--- config.mk ---
export PLATFORM = sky130hd
export DESIGN_NAME = reg_writeback
export DESIGN_NICKNAME = d
export VERILOG_FILES = /design/src/rtl/reg_writeback_pkg.sv /design/src/rtl/reg_writeback_load_queue.sv /design/src/rtl/reg_writeback.sv
export SDC_FILE = /design/constraint.sdc
export NUM_CORES = 1
export LEC_CHECK = 0
export BUFFER_PORTS_ARGS = -buffer_cell sky130_fd_sc_hd__buf_2
export CAP_MARGIN = 0
export CORE_MARGIN = 4
export CORE_UTILIZATION = 30
export DETAILED_ROUTE_END_ITERATION = 12
export PLACE_DENSITY_LB_ADDON = 0.12
export SYNTH_ARGS = -nofsm -noshare
export SYNTH_HDL_FRONTEND = slang
export SYNTH_SLANG_ARGS = --single-unit
--- constraint.sdc ---
create_clock -name clk -period 2.6 [get_ports clk]
set_input_delay 0.26 -clock clk [delete_from_list [all_inputs] [get_ports clk]]
set_output_delay 0.26 -clock clk [all_outputs]
set_load 0.01 [all_outputs]
--- src/rtl/reg_writeback_pkg.sv ---
// Shared types and constants for the register-file write-back path.
package reg_writeback_pkg;

  localparam int unsigned DATA_W   = 16;
  localparam int unsigned ADDR_W   = 3;
  localparam int unsigned NUM_REGS = 2 ** ADDR_W;

  typedef enum logic [1:0] {
    SRC_NONE,
    SRC_ALU,
    SRC_LD
  } wb_src_t;

  typedef struct packed {
    logic [ADDR_W-1:0] addr;
    logic [DATA_W-1:0] data;
  } wb_pkt_t;

endpackage

--- src/rtl/reg_writeback_load_queue.sv ---
// In-order FIFO of load write packets; head is valid whenever count is non-zero.
module wb_load_queue #(
  parameter int unsigned LQ_DEPTH = 2,
  parameter type         pkt_t    = reg_writeback_pkg::wb_pkt_t,
  localparam int unsigned CNT_W   = $clog2(LQ_DEPTH + 1),
  localparam int unsigned PTR_W   = $clog2(LQ_DEPTH)
) (
  input  logic             clk,
  input  logic             rst,
  input  logic             push,
  input  pkt_t             push_pkt,
  input  logic             pop,
  output pkt_t             head,
  output logic [CNT_W-1:0] count,
  output logic             full,
  output logic             empty
);

  pkt_t             mem [LQ_DEPTH];
  logic [PTR_W-1:0] wr_ptr;
  logic [PTR_W-1:0] rd_ptr;
  logic             do_push;
  logic             do_pop;

  assign full    = (count == CNT_W'(LQ_DEPTH));
  assign empty   = (count == '0);
  assign do_push = push && !full;
  assign do_pop  = pop && !empty;
  assign head    = mem[rd_ptr];

  always_ff @(posedge clk) begin
    if (do_push) mem[wr_ptr] <= push_pkt;
  end

  always_ff @(posedge clk) begin
    if (rst) begin
      wr_ptr <= '0;
      rd_ptr <= '0;
      count  <= '0;
    end else begin
      if (do_push) wr_ptr <= (wr_ptr == PTR_W'(LQ_DEPTH - 1)) ? '0 : wr_ptr + 1'b1;
      if (do_pop)  rd_ptr <= (rd_ptr == PTR_W'(LQ_DEPTH - 1)) ? '0 : rd_ptr + 1'b1;
      case ({do_push, do_pop})
        2'b10:   count <= count + 1'b1;
        2'b01:   count <= count - 1'b1;
        default: count <= count;
      endcase
    end
  end

endmodule

--- src/rtl/reg_writeback.sv ---
// Register-file write port master: ALU results take priority, loads are queued
// in order, and a pending bitmap tracks destinations of outstanding loads.
module reg_writeback #(
  parameter int unsigned  DATA_W   = reg_writeback_pkg::DATA_W,
  parameter int unsigned  ADDR_W   = reg_writeback_pkg::ADDR_W,
  parameter int unsigned  LQ_DEPTH = 2,
  localparam int unsigned NUM_REGS = 2 ** ADDR_W,
  localparam int unsigned CNT_W    = $clog2(LQ_DEPTH + 1)
) (
  input  logic                clk,
  input  logic                rst,
  input  logic                alu_valid,
  input  logic [ADDR_W-1:0]   alu_addr,
  input  logic [DATA_W-1:0]   alu_data,
  input  logic                ld_valid,
  output logic                ld_ready,
  input  logic [ADDR_W-1:0]   ld_addr,
  input  logic [DATA_W-1:0]   ld_data,
  input  logic                rsv_valid,
  input  logic [ADDR_W-1:0]   rsv_addr,
  output logic                write_en,
  output logic [ADDR_W-1:0]   write_addr,
  output logic [DATA_W-1:0]   write_data,
  output logic [NUM_REGS-1:0] pending,
  output logic [CNT_W-1:0]    lq_count,
  output logic                rsv_err
);

  import reg_writeback_pkg::*;

  typedef struct packed {
    logic [ADDR_W-1:0] addr;
    logic [DATA_W-1:0] data;
  } pkt_t;

  wb_src_t       wr_src;
  wb_src_t       sel_src;
  pkt_t          sel_pkt;
  pkt_t          lq_head;
  pkt_t          ld_pkt;
  logic          lq_full;
  logic          lq_empty;
  logic          ld_accept;
  logic          lq_pop;
  logic          lq_push;
  logic          bypass;
  logic [NUM_REGS-1:0] pending_next;

  assign ld_pkt    = '{addr: ld_addr, data: ld_data};
  assign ld_ready  = !rst && !lq_full;
  assign ld_accept = ld_valid && ld_ready;
  assign lq_pop    = !alu_valid && !lq_empty;
  // Bypass only when nothing older is queued, so acceptance order is kept.
  assign bypass    = !alu_valid && lq_empty && ld_accept;
  assign lq_push   = ld_accept && !bypass;

  wb_load_queue #(
    .LQ_DEPTH (LQ_DEPTH),
    .pkt_t    (pkt_t)
  ) u_lq (
    .clk      (clk),
    .rst      (rst),
    .push     (lq_push),
    .push_pkt (ld_pkt),
    .pop      (lq_pop),
    .head     (lq_head),
    .count    (lq_count),
    .full     (lq_full),
    .empty    (lq_empty)
  );

  always_comb begin
    sel_src = SRC_NONE;
    sel_pkt = '0;
    if (alu_valid) begin
      sel_src = SRC_ALU;
      sel_pkt = '{addr: alu_addr, data: alu_data};
    end else if (lq_pop) begin
      sel_src = SRC_LD;
      sel_pkt = lq_head;
    end else if (bypass) begin
      sel_src = SRC_LD;
      sel_pkt = ld_pkt;
    end
  end

  // Clear from the committing load first, so a same-cycle reservation wins.
  always_comb begin
    pending_next = pending;
    if (write_en && wr_src == SRC_LD) pending_next[write_addr] = 1'b0;
    if (rsv_valid) pending_next[rsv_addr] = 1'b1;
  end

  always_ff @(posedge clk) begin
    if (rst) begin
      write_en   <= 1'b0;
      write_addr <= '0;
      write_data <= '0;
      wr_src     <= SRC_NONE;
      pending    <= '0;
      rsv_err    <= 1'b0;
    end else begin
      write_en <= (sel_src != SRC_NONE);
      wr_src   <= sel_src;
      if (sel_src != SRC_NONE) begin
        write_addr <= sel_pkt.addr;
        write_data <= sel_pkt.data;
      end
      pending <= pending_next;
      if (rsv_valid && pending[rsv_addr]) rsv_err <= 1'b1;
    end
  end

endmodule

Yosys cells after proc, flatten, opt, wreduce, memory -nomap -nowiden
Memory sizes are Yosys's and may differ from the RTL's. A register that Yosys moved wholly into a read port is not among the register bits. Cells that the tools add are included.

Memories kept: 1. Latch bits: 0. Memory bits (read-only): 0. Output and inout bits: 32. Bits in registers: 35. Input port bits: 46. RAM bits: 38.

Memories: u_lq.mem (words 2, bits a word 19, read ports 1, clocked after Yosys merged registers in 1, wr ports 1, RTL line reg_writeback_load_queue.sv:19) `pkt_t mem [LQ_DEPTH];`.

Multipliers: 0. Order comparisons: 4. Shift-type cells: 0. Eq/ne operators: 4. Divide/modulo/power cells: 0. Bitwise logic cells: 3. Add/subtract/negate cells: 4. Multiplexer cells: 21. Reduce and logical (&&, ||, !) cells: 20.

Operators by type and width (number): 2-to-1 mux 19 bit (3); 2-to-1 mux 8 bit (2); logical AND 1 bit (12); 2-to-1 mux 1 bit (9); AND 8 bit (1); less-than comparator 3 x 4 -> 1 bit, second input constant (2); NOT 8 bit (1); bitwise OR 8 bit (1); demux 1 bit (select 3 bit) (2); == test 2 bit, second input constant (3); greater-or-equal comparator 3 x 1 -> 1 bit, second input constant (2); 2-to-1 mux 2 bit (3); zero test 1 bit (5); case mux 2 bit (2 select lines) (1); nonzero test 2 bit (2); binary-select mux 1 bit (select 3 bit) (1); adder 1 bit, second input constant (2); adder 2 x 1 -> 2 bit, second input constant (1); == test 2 x 1 -> 1 bit, second input constant (1); zero test 2 bit (1); subtractor 2 x 1 -> 2 bit, second input constant (1).

Logic depth before layout (Yosys ltp)
Word-level depth: 10. Mapped depth: 8.

Modules after synthesis
Synthesis repeated with hierarchy kept, for this count alone.

Cells, all modules: 260. Area total of the unflattened synthesis: 3265.6 µm².

Modules (own cells, without submodules): reg_writeback (cells each 175, area each 1676.6 µm², times used 1); wb_load_queue (cells each 85, area each 1589.0 µm², times used 1).

Least setup slack after synthesis
Ideal clock, no wire load.

Path type: input-to-reg. Start point: in alu_valid. End point: mem u_lq.mem[0][0] in the netlist's numbering, enable pin. Setup slack: 472 ps. Stages: 4. Arrival: 1734 ps. Setup time: 395 ps. Data required time: 2205 ps. Cells stage by stage: clkbuf_1 nor2b_1 o21ai_0 nor2_1.

Word-level cells in the longest chain between the ends: 8.

RTL lines: start: declaration (RTL line reg_writeback.sv:12) `input logic alu_valid,`; zero test 1 bit (RTL line reg_writeback.sv:54) `assign bypass = !alu_valid && lq_empty && ld_accept;`; logical AND 1 bit (2 in a row) (RTL line reg_writeback.sv:54); zero test 1 bit (RTL line reg_writeback.sv:55) `assign lq_push = ld_accept && !bypass;`; logical AND 1 bit (RTL line reg_writeback.sv:55); logical AND 1 bit (RTL line reg_writeback_load_queue.sv:27) `assign do_push = push && !full;`; 2-to-1 mux 1 bit (RTL line reg_writeback_load_queue.sv:32) `if (do_push) mem[wr_ptr] <= push_pkt;`; 2-to-1 mux 1 bit (not written as such) (RTL line reg_writeback_load_queue.sv:32); end: declaration (RTL line reg_writeback_load_queue.sv:19).

No other way between the ends.

Final worst setup path
Start point: reg u_lq.count[0]. End point: reg write_addr[1].

Word-level cells in the longest chain between the ends: 9.

RTL lines: start: declaration (RTL line reg_writeback_load_queue.sv:14) `output logic [CNT_W-1:0] count,`; start signal: assignment (RTL line reg_writeback_load_queue.sv:44) `2'b10: count <= count + 1'b1;`; start signal: assignment (RTL line reg_writeback_load_queue.sv:45) `2'b01: count <= count - 1'b1;`; start signal: assignment (RTL line reg_writeback_load_queue.sv:46) `default: count <= count;`; == test 2 bit (RTL line reg_writeback_load_queue.sv:25) `assign full = (count == CNT_W'(LQ_DEPTH));`; zero test 1 bit (RTL line reg_writeback.sv:50) `assign ld_ready = !rst && !lq_full;`; logical AND 1 bit (RTL line reg_writeback.sv:50); logical AND 1 bit (RTL line reg_writeback.sv:51) `assign ld_accept = ld_valid && ld_ready;`; logical AND 1 bit (RTL line reg_writeback.sv:54); 2-to-1 mux 2 bit (RTL line reg_writeback.sv:81) `end else if (bypass) begin`; 2-to-1 mux 2 bit (RTL line reg_writeback.sv:78) `end else if (lq_pop) begin`; 2-to-1 mux 2 bit (RTL line reg_writeback.sv:75) `if (alu_valid) begin`; nonzero test 2 bit (RTL line reg_writeback.sv:105) `if (sel_src != SRC_NONE) begin`; end signal: assignment (RTL line reg_writeback.sv:106) `write_addr <= sel_pkt.addr;`; end: declaration (RTL line reg_writeback.sv:22) `output logic [ADDR_W-1:0] write_addr,`.

Parallel ways exist; a longest one is shown, timed or not. A chain may end at the register's enable or synchronous reset.

==> flow_metrics.py <==
metrics = {
    "global_route": {
        "grt_pass1_wl_um": 12100,
        "gr-total-overflow": 0,
        "grt_use_total_pct": 13.3,
        "first_global_vias": 2220,
        "antenna_found_initial": 0,
        "grt_max_degree": 23,
    },
    "power_and_ir_drop": {
        "p_leak_nw": 1.46,
        "power.density_mw_per_mm2": 805,
        "peakVddDrop_v": 0.000439,
        "finalPower_mw": 3.09,
    },
    "routing": {
        "vias_per_cell": 4.91,
        "wl_per_cell_um": 16.6,
        "vias": 2227,
        "drt-initial-drc-count": 128,
        "ant_nets": 0,
        "route.detailed.drc": 0,
        "first_pass_iters": 4,
        "wl_um": 7540,
    },
    "timing": {
        "rsz0062_at_grt": "no",
        "min_period_ns": 2.10,
        "finalCritPeriodShare_pct": 80.7,
        "tns_ns": 0,
        "skew_ns": 0.0110,
        "max_slew_margin_pct": 32.7,
        "tightestPinTransition_ns": 1.01,
        "setup_viol": 0,
        "hold_ws_ns": 0.125,
        "finalWorstSetupSlack_ns": 0.503,
        "max_freq_ghz": 0.477,
        "hold_viol": 0,
        "drv_slew": 0,
    },
    "setup_path": {
        "crit_required_ns": 2.87,
        "cp_slowest_stage_delay_ns": 0.77,
        "path_cells": "or2_1 > buf_4 > nor3_1 > nor2_2 > a32o_1",
        "cp-start-kind": "flip-flop",
        "end_kind": "flip-flop",
        "cp_num_buf_inv": 1,
        "crit_type": "reg2reg",
        "slowest_stage": "nor2_2",
        "critPathTopFamily": "simple AND/OR/NAND/NOR gates",
        "crit_fanout": 20,
        "arrival_ns": 2.37,
    },
    "synth": {
        "synth_top_cells_by_count": "38 x edfxtp_1, 36 x dfxtp_1, 21 x mux2_2, 21 x nand2b_1, 19 x a32o_1",
        "synth_seq_area_share_pct": 60.0,
        "yosysWarnings": 0,
        "synth_edf_count": 38,
        "synth_area_leader_cell": "edfxtp_1",
        "syn_area_mm2": 0.00310,
        "synth_cell_types": 35,
        "yosysMostFrequentCell": "edfxtp_1",
        "synth_cells": 237,
        "synth_seq_cells": 74,
        "syn_nets": 284,
        "synth_top_area_share_pct": 36.8,
        "yosys-top-cells-area": "edfxtp_1 37%, dfxtp_1 23%, mux2_2 7.6%",
        "synth-async-reset-ratio_pct": 0,
        "yosys_most_used_dff": "edfxtp_1",
        "syn_area_per_cell_um2": 13.1,
    },
    "clock_network": {
        "postCtsHoldBufs": 0,
        "clk_pin_slew_ns": 0.08,
        "cts_setup_buffers": 0,
        "cts_made_buffers": 9,
        "cts_tree": "done",
        "clk_latency_ns": 0.34,
        "cts.sinks": 74,
        "htreeDepth": 3,
        "cts_root_buffer": "clkbuf_8",
        "cts.path.max_buffers": 2,
        "cts_resized": 0,
    },
    "layout": {
        "finalNonFillerCells": 454,
        "final_nets": 363,
        "postLayoutCoreUtil_pct": 38.7,
        "layout-drive-gt1-share_pct": 40.5,
        "num_antenna_cells": 0,
        "final_area_mm2": 0.00384,
        "syn2layout_area_growth_pct": 23.7,
    },
    "hold_path": {
        "hp-class": "in2reg",
    },
    "placement": {
        "dp_hpwl_um": 5140,
        "io_buffers": 77,
        "dp_cells": 438,
        "dpl_cell_area_mm2": 0.00365,
        "post-place-ws_ns": 0.475,
        "routabilityCongestion": 0.794,
    },
    "run_status": {
        "run_status": "finished, final reports clean",
    },
    "floorplanning": {
        "fp.coreArea_mm2": 0.00991,
        "num_io_pins": 78,
        "die_area_mm2": 0.0120,
        "die_w_um": 110,
        "start_util_pct": 31.3,
        "die_h_um": 110,
        "rows": 36,
    },
    "flow_run": {
        "maxCapViolCount": 0,
    },
}
-- path summary, 6_finish.rpt --
path / start / to / slack (ns) / depth (start not counted)
worst max-delay path: u_lq.count[0]$_SDFFE_PP0P_ / write_addr[1]$_SDFFE_PP0P_ / 0.50 / 5
worst min-delay path: ld_data[0] / u_lq.mem[0][0]$_DFFE_PP_ / 0.12 / 1
worst min register to register: write_data[9]$_SDFFE_PP0P_ / write_data[9]$_SDFFE_PP0P_ / 0.46 / 1
worst max register to register: u_lq.count[0]$_SDFFE_PP0P_ / write_addr[1]$_SDFFE_PP0P_ / 0.50 / 5
-- final cells by class --
class | instances | area [um^2]
clock buffer | 9 | 124
clock inverter | 7 | 60.1
fill | 1014 | 6070
inverter | 3 | 11.3
multi-input combinational | 142 | 1160
sequential | 74 | 1860
tap | 133 | 166
timing repair buffer | 86 | 453
-- where the power goes --
group / switching [mW] / leakage, nW / internal, mW
registers: 0.0877 / 0.642 / 1.36
logic: 0.428 / 0.722 / 0.388
clock network: 0.398 / 0.0939 / 0.431
-- state kept, by name, indices dropped and copies added (netlist names), 2 cells and up, named ones only --
| register | flops |
|---|---|
| u_lq.count | 2 |
| write_data | 16 |
| write_addr | 3 |
| wr_src | 2 |
| pending | 8 |
| u_lq.mem | 38 |
-- cells by family (layout without fill, tap and decap cells) --
kind of cell / count (synthesis) / count (layout) / share of synthesized area [%]
AO/OA/AOI/OAI: 61 / 61 / 16.5
AND/OR/NAND/NOR: 54 / 54 / 10.5
flip-flops: 74 / 74 / 60.0
buffers and inverters: 21 / 105 / 3.10
XOR/XNOR: 4 / 4 / 1.13
adder cells (fa/ha/maj): 1 / 1 / 0.403
multiplexers: 22 / 22 / 8.35
-- metal layers --
| layer | routed length, um | track usage [%] | vias up |
|---|---|---|---|
| li1 | - | - | 1080 |
| met1 | 3530 | 18.4 | 1075 |
| met2 | 3430 | 20.3 | 65 |
| met3 | 510 | 4.40 | 7 |
| met4 | 65 | 2.94 | 0 |
| met5 | 0 | 0 | - |
-- cell usage in the layout (no fill, tap or decap), types with 5 or more instances in the layout --
master / count
dfxtp_1: 36
clkbuf_8: 9
nor2_1: 9
buf_4: 9
nand2b_1: 21
buf_2: 77
a221o_1: 16
mux2_2: 21
a21oi_1: 9
o21ai_0: 8
edfxtp_1: 38
a32o_1: 19
nor2b_1: 5
(Power assumes the default switching activity.)
